File: src/rtl/game_pkg.sv
// Shared game types: tile encoding, default queue depth and the bag index -> tile mapping.
package game_pkg;

   typedef enum logic [2:0] {
      TILE_BLANK = 3'd0,
      TILE_I     = 3'd1,
      TILE_O     = 3'd2,
      TILE_T     = 3'd3,
      TILE_J     = 3'd4,
      TILE_L     = 3'd5,
      TILE_S     = 3'd6,
      TILE_Z     = 3'd7
   } tile_type_t;

   localparam int NEXT_PIECES_COUNT = 5;

   localparam tile_type_t BAG_ORDER [7] = '{TILE_I, TILE_O, TILE_T, TILE_J, TILE_L, TILE_S, TILE_Z};

   // Reduce a value in 0..13 to 0..6 without a modulo operator.
   function automatic logic [2:0] wrap7(input logic [3:0] v);
      logic [3:0] t;
      t = (v >= 4'd7) ? (v - 4'd7) : v;
      return t[2:0];
   endfunction

endpackage

File: src/rtl/seven_bag_gen.sv
// 7-bag piece generator: 16-bit Galois LFSR picks a start index, the bag mask skips used pieces.
// NEXT_QUEUE_FIXED_SEQ_EN forces the start index to 0, giving I,O,T,J,L,S,Z repeating.
module seven_bag_gen
   import game_pkg::*;
#(
   parameter logic [15:0] LFSR_SEED = 16'hACE1
) (
   input  logic       clk,
   input  logic       rst,
   input  logic       advance,
   output tile_type_t piece
);

   // x^16 + x^14 + x^13 + x^11 + 1 in right-shifting Galois form
   localparam logic [15:0] LFSR_TAPS = 16'hB400;
   localparam logic [15:0] SEED_SAFE = (LFSR_SEED == 16'h0000) ? 16'h0001 : LFSR_SEED;

   logic [15:0] lfsr_r;
   logic [6:0]  mask_r;
   logic [6:0]  mask_next_s;
   logic [2:0]  start_s;
   logic [2:0]  cand_s;
   logic [2:0]  idx_s;
   logic        found_s;

   // Start index of the search, taken from the LFSR unless the fixed sequence is built in.
   always_comb begin
`ifdef NEXT_QUEUE_FIXED_SEQ_EN
      start_s = 3'd0;
`else
      start_s = (lfsr_r[2:0] == 3'd7) ? 3'd0 : lfsr_r[2:0];
`endif
   end

   // First unused bag index at or after the start index, wrapping mod 7.
   always_comb begin
      idx_s   = start_s;
      cand_s  = start_s;
      found_s = 1'b0;
      for (int k = 0; k < 7; k++) begin
         cand_s = wrap7({1'b0, start_s} + 4'(k));
         if (!found_s && !mask_r[cand_s]) begin
            idx_s   = cand_s;
            found_s = 1'b1;
         end else begin
            found_s = found_s;
         end
      end
   end

   // Mark the chosen piece; a completed bag clears immediately so the next bag starts.
   always_comb begin
      mask_next_s = mask_r | (7'd1 << idx_s);
      if (mask_next_s == 7'h7F) begin
         mask_next_s = 7'h00;
      end else begin
         mask_next_s = mask_next_s;
      end
   end

   assign piece = BAG_ORDER[idx_s];

   // LFSR runs every non-reset cycle; mask only moves when a piece is consumed.
   always_ff @(posedge clk) begin
      if (rst) begin
         lfsr_r <= SEED_SAFE;
         mask_r <= 7'h00;
      end else begin
         lfsr_r <= lfsr_r[0] ? ((lfsr_r >> 1) ^ LFSR_TAPS) : (lfsr_r >> 1);
         if (advance) begin
            mask_r <= mask_next_s;
         end else begin
            mask_r <= mask_r;
         end
      end
   end

endmodule

File: src/rtl/next_piece_queue.sv
// Upcoming-piece shift queue fed by seven_bag_gen; head at entry 0, shift-on-pop.
// Define NEXT_QUEUE_FIXED_SEQ_EN for the deterministic I,O,T,J,L,S,Z sequence.
module next_piece_queue
   import game_pkg::*;
#(
   parameter int          QUEUE_DEPTH = NEXT_PIECES_COUNT,
   parameter logic [15:0] LFSR_SEED   = 16'hACE1
) (
   input  logic       clk,
   input  logic       rst,
   input  logic       pop,
   output tile_type_t pieces_queue [QUEUE_DEPTH],
   output logic       queue_ready
);

   localparam int             CW      = $clog2(QUEUE_DEPTH + 1);
   localparam logic [CW-1:0]  DEPTH_C = CW'(QUEUE_DEPTH);

   tile_type_t    entry_r [QUEUE_DEPTH];
   logic [CW-1:0] count_r;
   logic          ready_r;
   logic          pop_ok_s;
   logic          push_s;
   tile_type_t    gen_s;

   assign pop_ok_s = pop & ready_r;
   assign push_s   = (count_r < DEPTH_C) | pop_ok_s;

   seven_bag_gen #(
      .LFSR_SEED (LFSR_SEED)
   ) u_gen (
      .clk     (clk),
      .rst     (rst),
      .advance (push_s),
      .piece   (gen_s)
   );

   // Queue storage: fill at the tail while not full, shift and refill the last slot on a pop.
   always_ff @(posedge clk) begin
      if (rst) begin
         for (int k = 0; k < QUEUE_DEPTH; k++) begin
            entry_r[k] <= TILE_BLANK;
         end
         count_r <= '0;
         ready_r <= 1'b0;
      end else if (pop_ok_s) begin
         for (int k = 0; k < QUEUE_DEPTH - 1; k++) begin
            entry_r[k] <= entry_r[k+1];
         end
         entry_r[QUEUE_DEPTH-1] <= gen_s;
         count_r <= count_r;
         ready_r <= 1'b1;
      end else if (push_s) begin
         for (int k = 0; k < QUEUE_DEPTH; k++) begin
            if (CW'(k) == count_r) begin
               entry_r[k] <= gen_s;
            end else begin
               entry_r[k] <= entry_r[k];
            end
         end
         count_r <= count_r + CW'(1);
         ready_r <= ((count_r + CW'(1)) == DEPTH_C);
      end else begin
         count_r <= count_r;
         ready_r <= ready_r;
      end
   end

   assign pieces_queue = entry_r;
   assign queue_ready  = ready_r;

endmodule
File: config.mk
export PLATFORM = sky130hd
export DESIGN_NAME = next_piece_queue
export DESIGN_NICKNAME = d
export VERILOG_FILES = /design/src/rtl/game_pkg.sv /design/src/rtl/seven_bag_gen.sv /design/src/rtl/next_piece_queue.sv
export SDC_FILE = /design/constraint.sdc
export NUM_CORES = 1
export LEC_CHECK = 0
export CAP_MARGIN = 40
export CORE_UTILIZATION = 50
export DETAILED_ROUTE_END_ITERATION = 10
export MAX_ROUTING_LAYER = met4
export PLACE_DENSITY = 0.74
export SLEW_MARGIN = 40
export SYNTH_ARGS = -nofsm -noshare
export SYNTH_HDL_FRONTEND = slang
export SYNTH_SLANG_ARGS = --single-unit
File: constraint.sdc
create_clock -name clk -period 7.2 [get_ports clk]
set_input_delay 1.44 -clock clk [delete_from_list [all_inputs] [get_ports clk]]
set_output_delay 1.44 -clock clk [all_outputs]
set_load 0.1 [all_outputs]
==> results.txt <==
status - completed
clock transition at the registers of the reported paths - 0.08 ns
final non-filler cell total - 562
Layout Area Growth over Synthesis - 5.18%
GRT overflow - 0
clock latency on the worst-skew pair - 0.29 ns
GRT Total Usage - 0.262
Pwr Density - 396 nW/um2
commonest non-fill, non-tap cells in the layout - nor2_1, nand2_1, a21oi_1, dfxtp_1
setup TNS - 0 ns
Setup CP Type - reg -> reg
Initial Util - 0.524
part of the Yosys area used for sequential elements - 0.234
fin nets - 485
RSZ-0062 raised after global routing - false
Final ANT Viol Nets - 0
share of layout cells above drive strength 1 - 0.118
Post-CTS Hold Fix Bufs - 0
dpl cell area - 3690 um2
DIE HEIGHT - 86.8 um
vias per inst - 6.39
core area - 6870 um2
Async SR Flop Fraction - 0
Num CTS Buffers - 5
Design Area, Final - 3780 um2
DR top layer - met4
Worst-Margin Slew - 0.721 ns
syn avg cell area - 7.64 um2
delay of the slowest critical-path stage - 0.60 ns
achievable frequency - 161 MHz
pre-CTS setup slack - 1.08 ns
final worst setup slack - 1.01 ns
# Max-Cap Violations - 0
Longest Clk Path Bufs - 2
first-pass GRT wire length - 15.0 mm
DR WL/cell - 17.0 um
post-synth cell types - 75
Inst Count DP - 554
post-detail-place hpwl - 6.75 mm
CTS Root Cell - clkbuf_8
Ant. Diodes - 0
# resized after CTS - 0
Seq cells post-synth - 42
Critical Path RT - 7.36 ns
number of enable flip-flop cells after synthesis - 0
endpoints failing setup - 0
met2 wire length - 4.46 mm
clock sink count - 42
DRT iter0 DRCs - 355
Primary FF master, synth - dfxtp_1
CTS tree - done
number of global-route vias before repair - 3,104
Met1 Wirelength - 4.22 mm
Vias - 3,592
drt total wl - 9.53 mm
YS warnings - 0
Worst setup SP type - flip-flop
Post-route DRC - 0
Slowest cell on crit path - fa_1
CTS H-tree depth - 2
Die Area - 7540 um2
pin count of the biggest net entering global routing - 40
leakage power - 1.52 nW
I/O pin cnt - 19
worst path cell trace - ha_1 > nor2b_1 > inv_1 > fa_1 > o21ai_2 > mux2_2 > mux4_2 > nor4_1 > a2bb2oi_1 > o211a_1 > a2bb2oi_1 > or3_1 > inv_1 > ha_1 > o2111a_1 > a31oi_1 > a221oi_2 > a21oi_1
metal3 WL - 597 um
GPL Wtd Cong - 0.928
synthesized area - 3600 um2
net count after synthesis - 491
DR pass1 iterations - 5
Final Critical Period - 6.19 ns
Critical Path Sink Type - flip-flop
num rows - 30
initial antenna violation count - 0
Syn Inst Count - 471
max-slew violation count - 0
port bufs - 18
CP max FO - 16
Chip Width - 86.8 um
worst min-delay path class - reg -> reg
Rel. slew slack - 0.519
final-report hold violation count - 0
arrival time worst endpoint - 6.36 ns
Post-CTS Setup Inserts - 0
Period Utilization, post-route - 0.860
VDD IR max - 0.333 mV
clk_skew - 0.00718 ns
WHS - 0.415 ns
==> synthesized netlist by cell type (all sizes together), types with 4 or more instances <==
master / n / area, um2
nor2: 43 / 164
a21oi: 42 / 210
dfxtp: 42 / 841
nand2: 42 / 158
o21ai: 21 / 109
inv: 20 / 75.1
clkbuf: 19 / 71.3
mux2i: 17 / 170
ha: 16 / 200
nand3: 16 / 80.1
nor2b: 15 / 93.8
buf: 14 / 68.8
a31oi: 12 / 75.1
nor3: 12 / 60.1
nand2b: 11 / 68.8
a311oi: 8 / 82.6
or2: 7 / 43.8
or3: 7 / 43.8
xnor2: 7 / 76.3
and2: 6 / 37.5
mux2: 6 / 71.3
nor3b: 6 / 50.1
o22ai: 5 / 31.3
a211oi: 4 / 30.0
a21o: 4 / 30.0
a2bb2oi: 4 / 41.3
o31ai: 4 / 30.0
==> where the power goes <==
part           switching, mW  total [mW]  internal, mW
Clock                 0.0770       0.154        0.0773
Combinational          0.639       0.930         0.291
Sequential             0.115       0.414         0.299
Total                  0.831        1.50         0.667
==> cell type report <==
class | count | area [um2]
clock inverters | 1 | 5.00
clock buffers | 7 | 86.3
inverters | 20 | 75.1
multi-input cells | 376 | 2540
well taps | 96 | 120
fillers | 661 | 3080
flip-flops and latches | 42 | 841
repair buffers | 20 | 115
==> per-stage QoR <==
stage / utilization / power (mW)
final: 0.551 / 1.50
after global routing: 0.551 / 1.59
after CTS: 0.551 / 1.49
after detailed placement: 0.538 / 1.33
after global placement: 0.549 / 1.36
after floorplan: - / 1.15
==> worst max-delay path: cells and delay by family (launching register included) <==
family,cells,cell delay (ns)
DFF,1,0.48
AOI/OAI and AO/OA,8,1.72
buffers and inverters,2,0.38
muxes,2,0.90
adders and majority gates,3,1.29
and+or+nand+nor,3,1.28
==> layer usage <==
metal  global-route usage  up-vias
li1                     -     1710
met1                0.330     1700
met2                0.427      160
met3               0.0333       22
met4                0.103        0
met5                    -        -
==> cells by family (layout without fill, tap and decap cells) <==
group / Yosys count / in the layout / synth area share
AO/OA/AOI/OAI: 149 / 149 / 0.295
AND/OR/NAND/NOR: 178 / 178 / 0.249
multiplexers: 25 / 25 / 0.0796
flip-flops: 42 / 42 / 0.234
buffers and inverters: 53 / 48 / 0.0598
adder cells (fa/ha/maj): 17 / 17 / 0.0612
XOR/XNOR: 7 / 7 / 0.0212
==> path summary, 6_finish.rpt <==
check / start / cells after the start / slack [ns] / to
worst min register to register: u_gen.lfsr_r[7] / 1 / 0.41 / u_gen.lfsr_r[6]
worst max register to register: u_gen.lfsr_r[1] / 18 / 1.01 / u_gen.mask_r[4]
worst min-delay path: u_gen.lfsr_r[7] / 1 / 0.41 / u_gen.lfsr_r[6]
worst max-delay path: u_gen.lfsr_r[1] / 18 / 1.01 / u_gen.mask_r[4]
==> registers in the layout, summed over array words and instances, names as in the netlist <==
register and cells:
u_gen.lfsr_r 16, pieces_queue 15, u_gen.mask_r 7, count_r 3
queue_ready 1
Power figures use the tool's default switching activity.
